--- src/rtl/rv_elastic_buffer_pkg.sv ---
// rtl/rv_elastic_buffer_pkg.sv - shared constants, helpers and beat type for the elastic buffer
`ifndef RV_BEAT_T
`define RV_BEAT_T(W) struct packed { logic valid; logic [(W)-1:0] data; }
`endif

package rv_elastic_buffer_pkg;

    localparam int RV_DFLT_DATA_W = 8;
    localparam int RV_DFLT_DEPTH  = 2;

    function automatic int lvl_w(input int depth);
        return $clog2(depth + 1);
    endfunction

    typedef `RV_BEAT_T(RV_DFLT_DATA_W) rv_beat_t;

endpackage

--- src/rtl/rv_elastic_buffer_if.sv ---
// rtl/rv_elastic_buffer_if.sv - ready/valid stream interface with master/slave modports
interface rv_if
    import rv_elastic_buffer_pkg::*;
#(
    parameter int DATA_W = RV_DFLT_DATA_W
) ();
    logic              valid;
    logic              ready;
    logic [DATA_W-1:0] data;

    modport master (output valid, output data, input ready);
    modport slave  (input valid, input data, output ready);
endinterface

--- src/rtl/rv_elastic_buffer_core.sv ---
// rtl/rv_elastic_buffer_core.sv - flat-port elastic buffer: flop storage, level, flush, protocol checker
module rv_elastic_buffer_core
    import rv_elastic_buffer_pkg::*;
#(
    parameter int DATA_W    = RV_DFLT_DATA_W,
    parameter int DEPTH     = RV_DFLT_DEPTH,
    parameter int AF_THRESH = DEPTH - 1
) (
    input  logic                      clk,
    input  logic                      rst,
    input  logic                      flush,
    input  logic                      i_valid,
    output logic                      i_ready,
    input  logic [DATA_W-1:0]         i_data,
    output logic                      e_valid,
    input  logic                      e_ready,
    output logic [DATA_W-1:0]         e_data,
    output logic [lvl_w(DEPTH)-1:0]   level,
    output logic                      almost_full,
    output logic                      proto_err
);
    localparam int PTR_W = $clog2(DEPTH);
    localparam int LVL_W = lvl_w(DEPTH);
    localparam logic [LVL_W-1:0] FULL_LVL = LVL_W'(DEPTH);
    localparam logic [LVL_W-1:0] AF_LVL   = LVL_W'(AF_THRESH);

    if (DEPTH < 2 || (DEPTH & (DEPTH - 1)) != 0) begin : g_bad_depth
        $error("rv_elastic_buffer: DEPTH must be a power of two >= 2");
    end
    if (AF_THRESH < 1 || AF_THRESH > DEPTH) begin : g_bad_af
        $error("rv_elastic_buffer: AF_THRESH must be within 1..DEPTH");
    end
    if (DATA_W < 1) begin : g_bad_width
        $error("rv_elastic_buffer: DATA_W must be >= 1");
    end

    typedef `RV_BEAT_T(DATA_W) beat_t;

    logic [DATA_W-1:0] mem [DEPTH];
    logic [PTR_W-1:0]  wr_ptr;
    logic [PTR_W-1:0]  rd_ptr;
    logic [LVL_W-1:0]  level_q;
    logic              proto_err_q;
    beat_t             pend_q;
    logic              push;
    logic              pop;

    // Handshake outputs depend only on registered level (plus flush), never on the far side's handshake.
    assign i_ready     = (level_q != FULL_LVL) & ~flush;
    assign e_valid     = (level_q != '0);
    assign e_data      = mem[rd_ptr];
    assign level       = level_q;
    assign almost_full = (level_q >= AF_LVL);
    assign proto_err   = proto_err_q;

    assign push = i_valid & i_ready;
    assign pop  = e_valid & e_ready;

    always_ff @(posedge clk) begin
        if (push) begin
            mem[wr_ptr] <= i_data;
        end
    end

    always_ff @(posedge clk) begin
        if (rst) begin
            wr_ptr      <= '0;
            rd_ptr      <= '0;
            level_q     <= '0;
            proto_err_q <= 1'b0;
            pend_q      <= '0;
        end else begin
            // A stalled offer must be held unchanged until it is accepted.
            if (pend_q.valid && (!i_valid || i_data != pend_q.data)) begin
                proto_err_q <= 1'b1;
            end
            pend_q.valid <= i_valid & ~i_ready & ~flush;
            pend_q.data  <= i_data;

            if (flush) begin
                wr_ptr  <= '0;
                rd_ptr  <= '0;
                level_q <= '0;
            end else begin
                if (push) begin
                    wr_ptr <= wr_ptr + PTR_W'(1);
                end
                if (pop) begin
                    rd_ptr <= rd_ptr + PTR_W'(1);
                end
                case ({push, pop})
                    2'b10:   level_q <= level_q + LVL_W'(1);
                    2'b01:   level_q <= level_q - LVL_W'(1);
                    default: level_q <= level_q;
                endcase
            end
        end
    end

endmodule

--- src/rtl/rv_elastic_buffer.sv ---
// rtl/rv_elastic_buffer.sv - elastic buffer top exposing ingress/egress as rv_if modports
module rv_elastic_buffer
    import rv_elastic_buffer_pkg::*;
#(
    parameter int DATA_W    = RV_DFLT_DATA_W,
    parameter int DEPTH     = RV_DFLT_DEPTH,
    parameter int AF_THRESH = DEPTH - 1
) (
    input  logic                    clk,
    input  logic                    rst,
    input  logic                    flush,
    rv_if.slave                     rv_i,
    rv_if.master                    rv_e,
    output logic [lvl_w(DEPTH)-1:0] level,
    output logic                    almost_full,
    output logic                    proto_err
);
    rv_elastic_buffer_core #(
        .DATA_W    (DATA_W),
        .DEPTH     (DEPTH),
        .AF_THRESH (AF_THRESH)
    ) u_core (
        .clk         (clk),
        .rst         (rst),
        .flush       (flush),
        .i_valid     (rv_i.valid),
        .i_ready     (rv_i.ready),
        .i_data      (rv_i.data),
        .e_valid     (rv_e.valid),
        .e_ready     (rv_e.ready),
        .e_data      (rv_e.data),
        .level       (level),
        .almost_full (almost_full),
        .proto_err   (proto_err)
    );
endmodule

--- src/flat_wrapper.sv ---
// flat-port wrapper written by rule: the top's interface ports become plain ports
module rv_elastic_buffer_flat import rv_elastic_buffer_pkg::*;
#(
    parameter int DATA_W    = RV_DFLT_DATA_W,
    parameter int DEPTH     = RV_DFLT_DEPTH,
    parameter int AF_THRESH = DEPTH - 1
)
  (clk, rst, flush, level, almost_full, proto_err, rv_i_valid, rv_i_data, rv_i_ready, rv_e_valid, rv_e_data, rv_e_ready);
  rv_if #(.DATA_W(DATA_W)) rv_i_i ();
  rv_if #(.DATA_W(DATA_W)) rv_e_i ();
  input  logic clk;
  input  logic rst;
  input  logic flush;
  output logic [lvl_w(DEPTH)-1:0] level;
  output logic almost_full;
  output logic proto_err;
  input wire logic [$bits(rv_i_i.valid)-1:0] rv_i_valid;
  input wire logic [$bits(rv_i_i.data)-1:0] rv_i_data;
  output wire logic [$bits(rv_i_i.ready)-1:0] rv_i_ready;
  output wire logic [$bits(rv_e_i.valid)-1:0] rv_e_valid;
  output wire logic [$bits(rv_e_i.data)-1:0] rv_e_data;
  input wire logic [$bits(rv_e_i.ready)-1:0] rv_e_ready;
  assign rv_i_i.valid = rv_i_valid;
  assign rv_i_i.data = rv_i_data;
  assign rv_i_ready = rv_i_i.ready;
  assign rv_e_valid = rv_e_i.valid;
  assign rv_e_data = rv_e_i.data;
  assign rv_e_i.ready = rv_e_ready;
  rv_elastic_buffer #(.DATA_W(DATA_W), .DEPTH(DEPTH), .AF_THRESH(AF_THRESH)) u_core (.clk(clk), .rst(rst), .flush(flush), .rv_i(rv_i_i), .rv_e(rv_e_i), .level(level), .almost_full(almost_full), .proto_err(proto_err));
endmodule
--- config.mk ---
export PLATFORM = sky130hd
export DESIGN_NAME = rv_elastic_buffer_flat
export DESIGN_NICKNAME = d
export VERILOG_FILES = /design/src/rtl/rv_elastic_buffer_pkg.sv /design/src/rtl/rv_elastic_buffer_if.sv /design/src/rtl/rv_elastic_buffer_core.sv /design/src/rtl/rv_elastic_buffer.sv /design/src/flat_wrapper.sv
export SDC_FILE = /design/constraint.sdc
export NUM_CORES = 1
export LEC_CHECK = 0
export CAP_MARGIN = 20
export CORE_ASPECT_RATIO = 1.2
export CORE_MARGIN = 3
export CORE_UTILIZATION = 48
export DETAILED_ROUTE_END_ITERATION = 16
export MAX_ROUTING_LAYER = met4
export PLACE_DENSITY_LB_ADDON = 0.25
export SYNTH_ARGS = -nofsm -noshare
export SYNTH_HDL_FRONTEND = slang
export SYNTH_SLANG_ARGS = --single-unit
--- constraint.sdc ---
create_clock -name clk -period 1.8 [get_ports clk]
set_clock_uncertainty 0.1 [all_clocks]
set_input_delay 0.18 -clock clk [delete_from_list [all_inputs] [get_ports clk]]
set_output_delay 0.18 -clock clk [all_outputs]
set_load 0.005 [all_outputs]
==> reports/metrics.cfg <==
[route]
routed_wl_um=2288
vias_per_cell=4.909
drc=0
drt-initial-drc-count=18
drt_first_pass_iters=4
drt.antenna.violating_nets=0
vias=805
wire_per_inst_um=13.95

[flow_run]
cap_viol_max_count=0

[final_layout]
drive_above_1_share_pct=24.06
area_growth_pct=42.15
n_antenna_cell=0
nFillCells=160
final_nets=149

[synthesis]
syn_area_per_cell_um2=13.86
ys_ff_latch=31
yosys-top-cells-area=edfxtp_1 (39%), dfxtp_1 (25%), mux2_1 (7.4%)
synth_cell_types=20
syn-cell-area_um2=1220
ys_warn_count=0
yosysSeqAreaShare_pct=64.00
yosys.area.top_type=edfxtp_1
synth_cells=88
yosysTopAreaCellShare_pct=39.38
syn-num-nets=105

[grt]
grt_pass1_wl_um=3774
grt_pass1_vias=842
globalRouteTotalUtil_pct=17.98
grt_start_max_net_pins=10
use_met3_pct=6.538
use_met1_pct=19.00
grt_overflow=0
antenna_found_initial=0
gr-max-usage-layer=met2
grtUsageMet2_pct=26.93

[setup_path]
crit_buf_inv=3
slowest_delay_ns=0.33
worst_setup_path_end_kind=primary output
critical_path_class=flip-flop to primary output
arrival_ns=1.44
crit_cells=4
worstPathMaxFanout=4
slowest_stage=dfxtp_2
cpLargestDelayFamily=buffers and inverters
start_kind=flip-flop
critPathRequiredTime_ns=1.52
rr_worst_depth=8
path_cells=buf_6 -> buf_12 -> mux2_1 -> dlygate4sd2_1

[timing]
relSlewSlack_pct=75.53
fin_crit_ns=1.719
fmax_mhz=581.7
grt_setup_unrepaired=true
finalMaxSlewViolations=0
finalSetupViolCount=0
hold-worst-slack_ns=0.3875
hold_viol_final=0
worstMarginPinSlew_ns=0.3659
fin_crit_sh_pct=95.51

[cts]
cts_hold_buf=0
clockRootBuffer=clkbuf_4
htreeDepth=2
cts.sinks=31
clock_latency_ns=0.32
cts_tree=done
cts_buffers=5
cts_buffer_depth=2
clkSlewWorstSetupHoldPaths_ns=0.09

[placed_design]
place.gp.congestion=0.8094
dpl.hpwl_um=1524
io_buffers=26

[pwr]
finalPower_mw=1.432
powerDensity_nw_per_um2=825.7
irDropWorstVdd_uv=528.1
p_leak_nw=0.6960

[floorplanning]
ios=27
die_height_um=61.23
die_w_um=52.02
placementRows=19
core_area_um2=2354
start_util_pct=51.83
die-area_um2=3185

[run_status]
status=finished, final reports clean

[worst_hold_path]
min_path_type=flip-flop to flip-flop
hold_depth=2

flip-flops by register name, indices dropped and copies added (netlist names), named ones only:
name	count
u_core.u_core.proto_err	1
u_core.u_core.level	2
u_core.u_core.mem	16
u_core.u_core.rd_ptr	1
u_core.u_core.pend_q	9
u_core.u_core.wr_ptr	1
Yosys cell counts, drive strengths merged:
master and instances:
nor3b 1, ha 4, xor2 10, and3 1, mux2 8, edfxtp 16
inv 4, nor2b 10, nor4 1, nor3 6, nand2 2, a2111oi 1
nor2 4, a311oi 1, xnor2 2, dfxtp 15, buf 2
timing repair:
| action | in CTS | in global routing |
|---|---|---|
| endpoints found under the setup margin | 12 | 8 |
| setup buffers | 4 | 2 |
| hold endpoints to repair | 0 | 0 |
| gates resized for setup | 13 | 13 |
| gates cloned | 0 | 0 |
| pin swaps | 0 | 1 |
cell type report:
class,count,area (um2),share of cell area (%)
Inverter,4,15.01,0.8658
Multi-Input combinational cell,51,441.7,25.47
Sequential cell,31,784.5,45.24
Tap cell,31,38.79,2.237
Clock buffer,8,68.82,3.968
Timing Repair Buffer,39,385.4,22.22
power breakdown:
group	internal, mW	switching [mW]	total (mW)
clock	0.230	0.224	0.454
combinational	0.113	0.0841	0.197
sequential	0.771	0.0103	0.781
cell families after synthesis:
kind of cell,after synthesis,synth area share [%]
XOR/XNOR,12,8.615
AO/OA/AOI/OAI,2,1.948
buffers and inverters,6,2.051
adder cells (fa/ha/maj),4,4.103
flip-flops,31,64.00
multiplexers,8,7.385
AND/OR/NAND/NOR,25,11.90
worst register-to-register path, cell delays in order (launching register included):
cell	delay, ns
dfxtp_2	0.33
buf_4	0.13
ha_1	0.21
nor2_2	0.15
nand2_2	0.10
ha_4	0.16
xor2_1	0.12
nor2_1	0.07
a2111oi_2	0.21
worst paths after layout:
kind                                                           from                                    to  slack [ns]
worst max-delay path                                      flip-flop                          rv_e_data[5]        0.08
worst min-delay path             u_core.u_core.pend_q[8]$_SDFF_PP0_  u_core.u_core.proto_err$_SDFFE_PP0P_        0.39
worst max register to register  u_core.u_core.level[1]$_SDFFE_PP0P_   u_core.u_core.level[1]$_SDFFE_PP0P_        0.11
worst min register to register   u_core.u_core.pend_q[8]$_SDFF_PP0_  u_core.u_core.proto_err$_SDFFE_PP0P_        0.39
routing by layer:
| metal | up-vias | wire length (um) |
|---|---|---|
| met1 | 385 | 955 |
| met2 | 25 | 1156 |
| met3 | 4 | 122 |
| li1 | 391 | - |
| met4 | 0 | 54 |
| met5 | - | 0 |
layout by cell type, fill, tap and decap left out, drive strengths merged, types with 6 or more instances in the layout:
master	instances
clkdlybuf4s50	16
edfxtp	16
dfxtp	15
buf	13
xor2	10
nor2b	10
mux2	8
clkbuf	8
clkdlybuf4s15	6
nor3	6
metrics by stage:
step,cell area [um2],util [%],setup TNS (ns),instances,setup WS [ns]
final,1734,73.68,0,164,0.08084
after global routing,1734,73.68,-0.01271,164,-0.01271
after CTS,1670,70.97,0,162,0.004076
after detailed placement,1574,66.88,0,150,0.03018
after global placement,1574,66.88,0,150,0.1000
after floorplan,1220,-,0,88,0.05901
Power figures use the tool's default switching activity.
